[config.mk]
export PLATFORM = sky130hd
export DESIGN_NAME = dmem_arbiter
export DESIGN_NICKNAME = d
export VERILOG_FILES = /design/src/rtl/dmem_arbiter.sv
export SDC_FILE = /design/constraint.sdc
export NUM_CORES = 1
export LEC_CHECK = 0
export ABC_CLOCK_PERIOD_IN_PS = 3250
export BUFFER_PORTS_ARGS = -buffer_cell sky130_fd_sc_hd__clkbuf_2
export CELL_PAD_IN_SITES_DETAIL_PLACEMENT = 0
export CELL_PAD_IN_SITES_GLOBAL_PLACEMENT = 1
export CORE_AREA = 2 2 129 131
export CTS_CLUSTER_DIAMETER = 60
export DETAILED_ROUTE_END_ITERATION = 8
export DIE_AREA = 0 0 131 133
export PLACE_DENSITY = 0.84
export SYNTH_ARGS = -nofsm -noshare
export SYNTH_HDL_FRONTEND = slang
export SYNTH_SLANG_ARGS = --single-unit
[constraint.sdc]
create_clock -name clk -period 3.25 [get_ports clk]
set_clock_uncertainty 0.15 [all_clocks]
set_input_delay 0.4875 -clock clk [delete_from_list [all_inputs] [get_ports clk]]
set_output_delay 0.4875 -clock clk [all_outputs]
set_load 0.005 [all_outputs]
[src/rtl/dmem_arbiter.sv]
// Arbitrates the single-port data memory between the core M stage (fixed priority)
// and an external loader/DMA port, with a starvation-forced slot and registered read return.
module dmem_arbiter #(
  parameter int MAX_WAIT = 4,
  parameter int CNT_W    = 16
) (
  input  logic             clk,
  input  logic             reset,
  input  logic             core_req,
  input  logic             core_we,
  input  logic [31:0]      core_addr,
  input  logic [31:0]      core_wdata,
  output logic [31:0]      core_rdata,
  output logic             core_stall,
  input  logic             ext_req,
  input  logic             ext_we,
  input  logic [31:0]      ext_addr,
  input  logic [31:0]      ext_wdata,
  output logic             ext_ready,
  output logic             ext_rvalid,
  output logic [31:0]      ext_rdata,
  output logic             mem_we,
  output logic [31:0]      mem_addr,
  output logic [31:0]      mem_wd,
  input  logic [31:0]      mem_rd,
  output logic [CNT_W-1:0] core_cnt,
  output logic [CNT_W-1:0] ext_cnt
);

  localparam logic [3:0] MAX_WAIT_L = 4'(MAX_WAIT);

  logic [3:0]  wait_cnt;
  logic        starve;
  logic        grant_ext;
  logic        rvalid_p1;
  logic [31:0] rdata_p1;

  function automatic logic [3:0] sat_inc(input logic [3:0] v);
    return (v >= MAX_WAIT_L) ? MAX_WAIT_L : v + 4'd1;
  endfunction

  assign starve     = (wait_cnt == MAX_WAIT_L);
  assign grant_ext  = ext_req && (!core_req || starve);
  assign ext_ready  = grant_ext;
  assign core_stall = core_req && grant_ext;
  assign core_rdata = mem_rd;

  // Writes are suppressed for the whole reset window, whoever holds the port.
  assign mem_we   = !reset && (grant_ext ? ext_we : (core_req && core_we));
  assign mem_addr = grant_ext ? ext_addr  : core_addr;
  assign mem_wd   = grant_ext ? ext_wdata : core_wdata;

  assign ext_rvalid = rvalid_p1;
  assign ext_rdata  = rdata_p1;

  // p0 -> p1: wait counter, read response register, transaction counters
  always_ff @(posedge clk) begin
    if (reset) begin
      wait_cnt  <= 4'd0;
      rvalid_p1 <= 1'b0;
      rdata_p1  <= 32'd0;
      core_cnt  <= '0;
      ext_cnt   <= '0;
    end else begin
      if (!ext_req || grant_ext)
        wait_cnt <= 4'd0;
      else
        wait_cnt <= sat_inc(wait_cnt);
      rvalid_p1 <= grant_ext && !ext_we;
      if (grant_ext && !ext_we)
        rdata_p1 <= mem_rd;
      if (core_req && !core_stall)
        core_cnt <= core_cnt + CNT_W'(1);
      if (grant_ext)
        ext_cnt <= ext_cnt + CNT_W'(1);
    end
  end

endmodule
-- After elaboration in Yosys (flattened, before gate mapping)
Index checks and enable logic that the tools add are counted.
- word-level logic and storage cells: 30
- bits of input ports: 166
- output and inout port bits: 164
- bits in latches: 0
- bits in writable memories: 0
- bits in read-only memories: 0
- memories: 0
- register bits after elaboration: 69
- shifts and indexed selects: 0
- reductions and logical operators: 15
- div/mod/pow operators: 0
- $mul: 0
- bitwise logic cells: 0
- multiplexer cells: 4
- equal/unequal tests: 1
- $add $sub $neg: 3
- order comparisons: 1
- operator list (kind ; number):
    $mux 32 ; 2
    $add 16x1->16 const B ; 2
    $logic_and 1x1->1 ; 6
    $logic_not 1->1 ; 5
    $add 4x1->4 const B ; 1
    $eq 4x3->1 const B ; 1
    $ge 4x3->1 const B ; 1
    $mux 3 ; 1
    $reduce_or 3->1 ; 1
    $logic_or 1x1->1 ; 2
    $reduce_or 2->1 ; 1
    $mux 1 ; 1

-- Longest topological paths before layout
- depth in word-level cells: 6
- mapped depth: 8
- depth with buffers taken out: 6

-- Worst setup path after synthesis
Ideal clock, no wire load.
- kind: reg-to-output
- start: reg wait_cnt[0]
- end: out mem_wd[15]
- stages on the path, launching flop included: 8
- arrival time: 1.697 ns
- required time: 2.612 ns
- path slack: 0.915 ns
- cell sequence: dfxtp_1 inv_1 ha_1 nand4b_1 nand2_1 buf_2 buf_2 mux2_2
- cells in the longest elaborated chain, start to end: 4
- ends and longest elaborated chain (what ; line ; text):
    start: declaration ; 32 ; logic [3:0] wait_cnt;
    start signal: assignment ; 68 ; wait_cnt <= sat_inc(wait_cnt);
    $eq 4x3->1 ; 42 ; assign starve = (wait_cnt == MAX_WAIT_L);
    $logic_or 1x1->1 ; 43 ; assign grant_ext = ext_req && (!core_req || starve);
    $logic_and 1x1->1 ; 43 ;
    $mux 32 ; 51 ; assign mem_wd = grant_ext ? ext_wdata : core_wdata;
    end: declaration ; 24 ; output logic [31:0] mem_wd,
Every way passes these cells.

-- Final worst setup path
- start: reg wait_cnt[0]
- end: out mem_addr[0]
- cells in the longest elaborated chain, start to end: 4
- ends and longest elaborated chain (what ; line ; text):
    $eq 4x3->1 ; 42 ;
    $logic_or 1x1->1 ; 43 ;
    $logic_and 1x1->1 ; 43 ;
    $mux 32 ; 50 ; assign mem_addr = grant_ext ? ext_addr : core_addr;
    end: declaration ; 23 ; output logic [31:0] mem_addr,
Every way passes these cells.

==> run summary <==
status - complete, no violations
setup TNS - 0 ns
Longest Clk Path Bufs - 2
Synth cell types - 41
die height - 133 um
vias in the first global route - 3,768
port bufs - 329
CTS clk-pin slew, worst paths - 0.06 ns
Total GRT Usage - 16.9%
pin count of the biggest net entering global routing - 69
Antenna diodes - 0
Pwr Total - 2260 uW
Pins Over Slew Limit - 0
Yosys warnings - 0
Slew @ Worst Pin - 0.609 ns
Syn-to-layout area delta - 52.2%
hpwl dp - 12.7 mm
slew margin rel. - 59.0%
Setup CP Type - flip-flop to output pin
Mapped Cells - 375
CTS H-tree depth - 3
WL met1 - 6.25 mm
final WL - 15.1 mm
DR iter-0 viols - 162
Clock Sinks - 69
worst min-delay path category - input pin to flip-flop
first-pass GRT wire length - 22.0 mm
DR vias - 3,933
WP data required - 2.61 ns
RD Place Congestion - 0.936
FMAX - 0.334 GHz
drt wl/cell - 16.9 um
num rows - 47
WL met2 - 7.37 mm
Tmin final - 2.99 ns
highest metal used - met5
Post-CTS Setup Bufs - 0
Die Area - 17,400 um2
Routed Antenna Nets - 0
Worst setup EP type - output pin
post-synthesis sequential area ratio - 37.4%
crit start category - flip-flop
first-pass iteration count of the detailed router - 4
Die X - 131 um
Post-synth top flop - dfxtp_1
syn_area_per_cell - 9.85 um2
Leakage - 0.00271 uW
Root Driver - clkbuf_16
cell area after synthesis - 3690 um2
Post-synth ARST share - 0%
vias per cell - 4.41
fraction of layout cells with a size suffix above 1 - 62.5%
placed cells - 876
final setup fails - 0
Skew-Pair Late Insertion Delay - 0.33 ns
pwr/cell area - 402 nW/um2
period utilization - 92.0%
CTS tree - done
Remaining DRCs - 0
TritonCTS buffer count - 9
Post-synth EDFFs - 0
# hold bufs at CTS - 0
nets - 837
Final Hold Viols - 0
Layout Cells excl Fill - 892
RSZ-0062 raised after global routing - no
Initial Util - 22.8%
remaining global-route overflow - 0
flop and latch count out of synthesis - 69
Core Region - 16,200 um2
initial antenna violation count - 1
Worst Path Max Fanout - 68
CTS resizes - 0
max-cap violations - 0
# IOs - 330
WP data arrival - 2.35 ns
met3 WL - 1.13 mm
Peak VDD IR - 0.210 mV
Synthesized Nets - 545
stage by stage:
stage          hold WS, ns  util [%]  worst slack [ns]  area, um2
5_1_grt              0.222      34.8             0.120       5620
4_1_cts              0.215      34.8             0.273       5620
6_report             0.227      34.8             0.260       5620
3_5_place_dp         0.314      33.0             0.593       5330
3_3_place_gp         0.301      33.0             0.637       5330
2_1_floorplan        0.280         -             0.915       3690
logic make-up after synthesis:
logic type / share of synthesized area, %
DFF: 37.4
AOI/OAI and AO/OA: 13.1
xor gates and xnor gates: 3.79
and+or+nand+nor: 13.9
other: 0.101
adders and majority gates: 1.35
muxes: 20.4
buffers and inverters: 9.92
critical path, cell delays in order (launching register included):
cell and delay [ns]:
dfxtp_1 0.32, inv_1 0.06, ha_1 0.23, nand4b_1 0.28, nand2_2 0.18, buf_12 0.30, mux2_2 0.43, clkbuf_2 0.15
path summary, 6_finish.rpt:
kind	from	endpoint	slack (ns)	depth (start not counted)
hold reg to reg	wait_cnt[0]	wait_cnt[0]	0.32	1
setup / recovery	wait_cnt[0]	mem_addr[0]	0.26	7
setup reg to reg	wait_cnt[0]	ext_rdata[21]	0.96	7
hold / removal	mem_rd[30]	ext_rdata[30]	0.23	2
cell usage in the layout (no fill, tap or decap), types with 5 or more instances in the layout:
cell       count
a22o_1        32
mux2_2        66
or3_1          7
and4_1         5
nand3_1       10
dfxtp_1       69
clkbuf_16      9
nand2_1       12
nor2_1        23
a21oi_1       17
o21ai_0        9
clkbuf_2     329
xnor2_1       14
inv_1          6
report_power, final:
group / switching, uW / leakage, uW / internal (uW) / total, uW
sequential: 15.3 / 0.000559 / 867 / 883
combinational: 187 / 0.00201 / 223 / 411
clock: 357 / 0.000143 / 612 / 970
sequential cells by signal, summed over array words and instances (netlist names):
register	flops
ext_rdata	32
core_cnt	16
ext_cnt	16
wait_cnt	4
ext_rvalid	1
synth_stat cells, types with 2 or more instances:
| cell | number | area, um2 |
|---|---|---|
| mux2_2 | 66 | 743 |
| nor3_1 | 4 | 20.0 |
| nor2_1 | 24 | 90.1 |
| nand3b_1 | 2 | 15.0 |
| and4_1 | 5 | 43.8 |
| a211oi_1 | 3 | 22.5 |
| nand2_1 | 13 | 48.8 |
| xor2_1 | 2 | 17.5 |
| nor2b_1 | 3 | 18.8 |
| o31ai_1 | 4 | 30.0 |
| nor4_1 | 4 | 25.0 |
| or3_1 | 7 | 43.8 |
| ha_1 | 4 | 50.1 |
| buf_2 | 11 | 55.1 |
| a21oi_1 | 17 | 85.1 |
| inv_1 | 6 | 22.5 |
| xnor2_1 | 14 | 123 |
| o21ai_0 | 9 | 45.0 |
| nand3_1 | 10 | 50.1 |
| buf_4 | 33 | 248 |
| dfxtp_1 | 69 | 1380 |
| or4_1 | 4 | 30.0 |
| nand4_1 | 3 | 18.8 |
| a22o_1 | 32 | 280 |
| clkbuf_1 | 8 | 30.0 |
| nor4b_1 | 3 | 26.3 |
layer usage:
layer / vias to the layer above / GRT usage [%]
li1: 1920 / -
met1: 1824 / 21.1
met2: 169 / 27.3
met3: 18 / 5.50
met4: 2 / 5.32
met5: - / 0
layout make-up:
cell class / count / area [um2]
Tap cell: 220 / 275
Clock buffer: 12 / 246
Inverter: 6 / 22.5
Fill cell: 1690 / 10500
Clock inverter: 4 / 47.5
Sequential cell: 69 / 1380
Timing Repair Buffer: 334 / 1700
Multi-Input combinational cell: 247 / 1950
No activity file was read; power rests on OpenSTA's default activity.
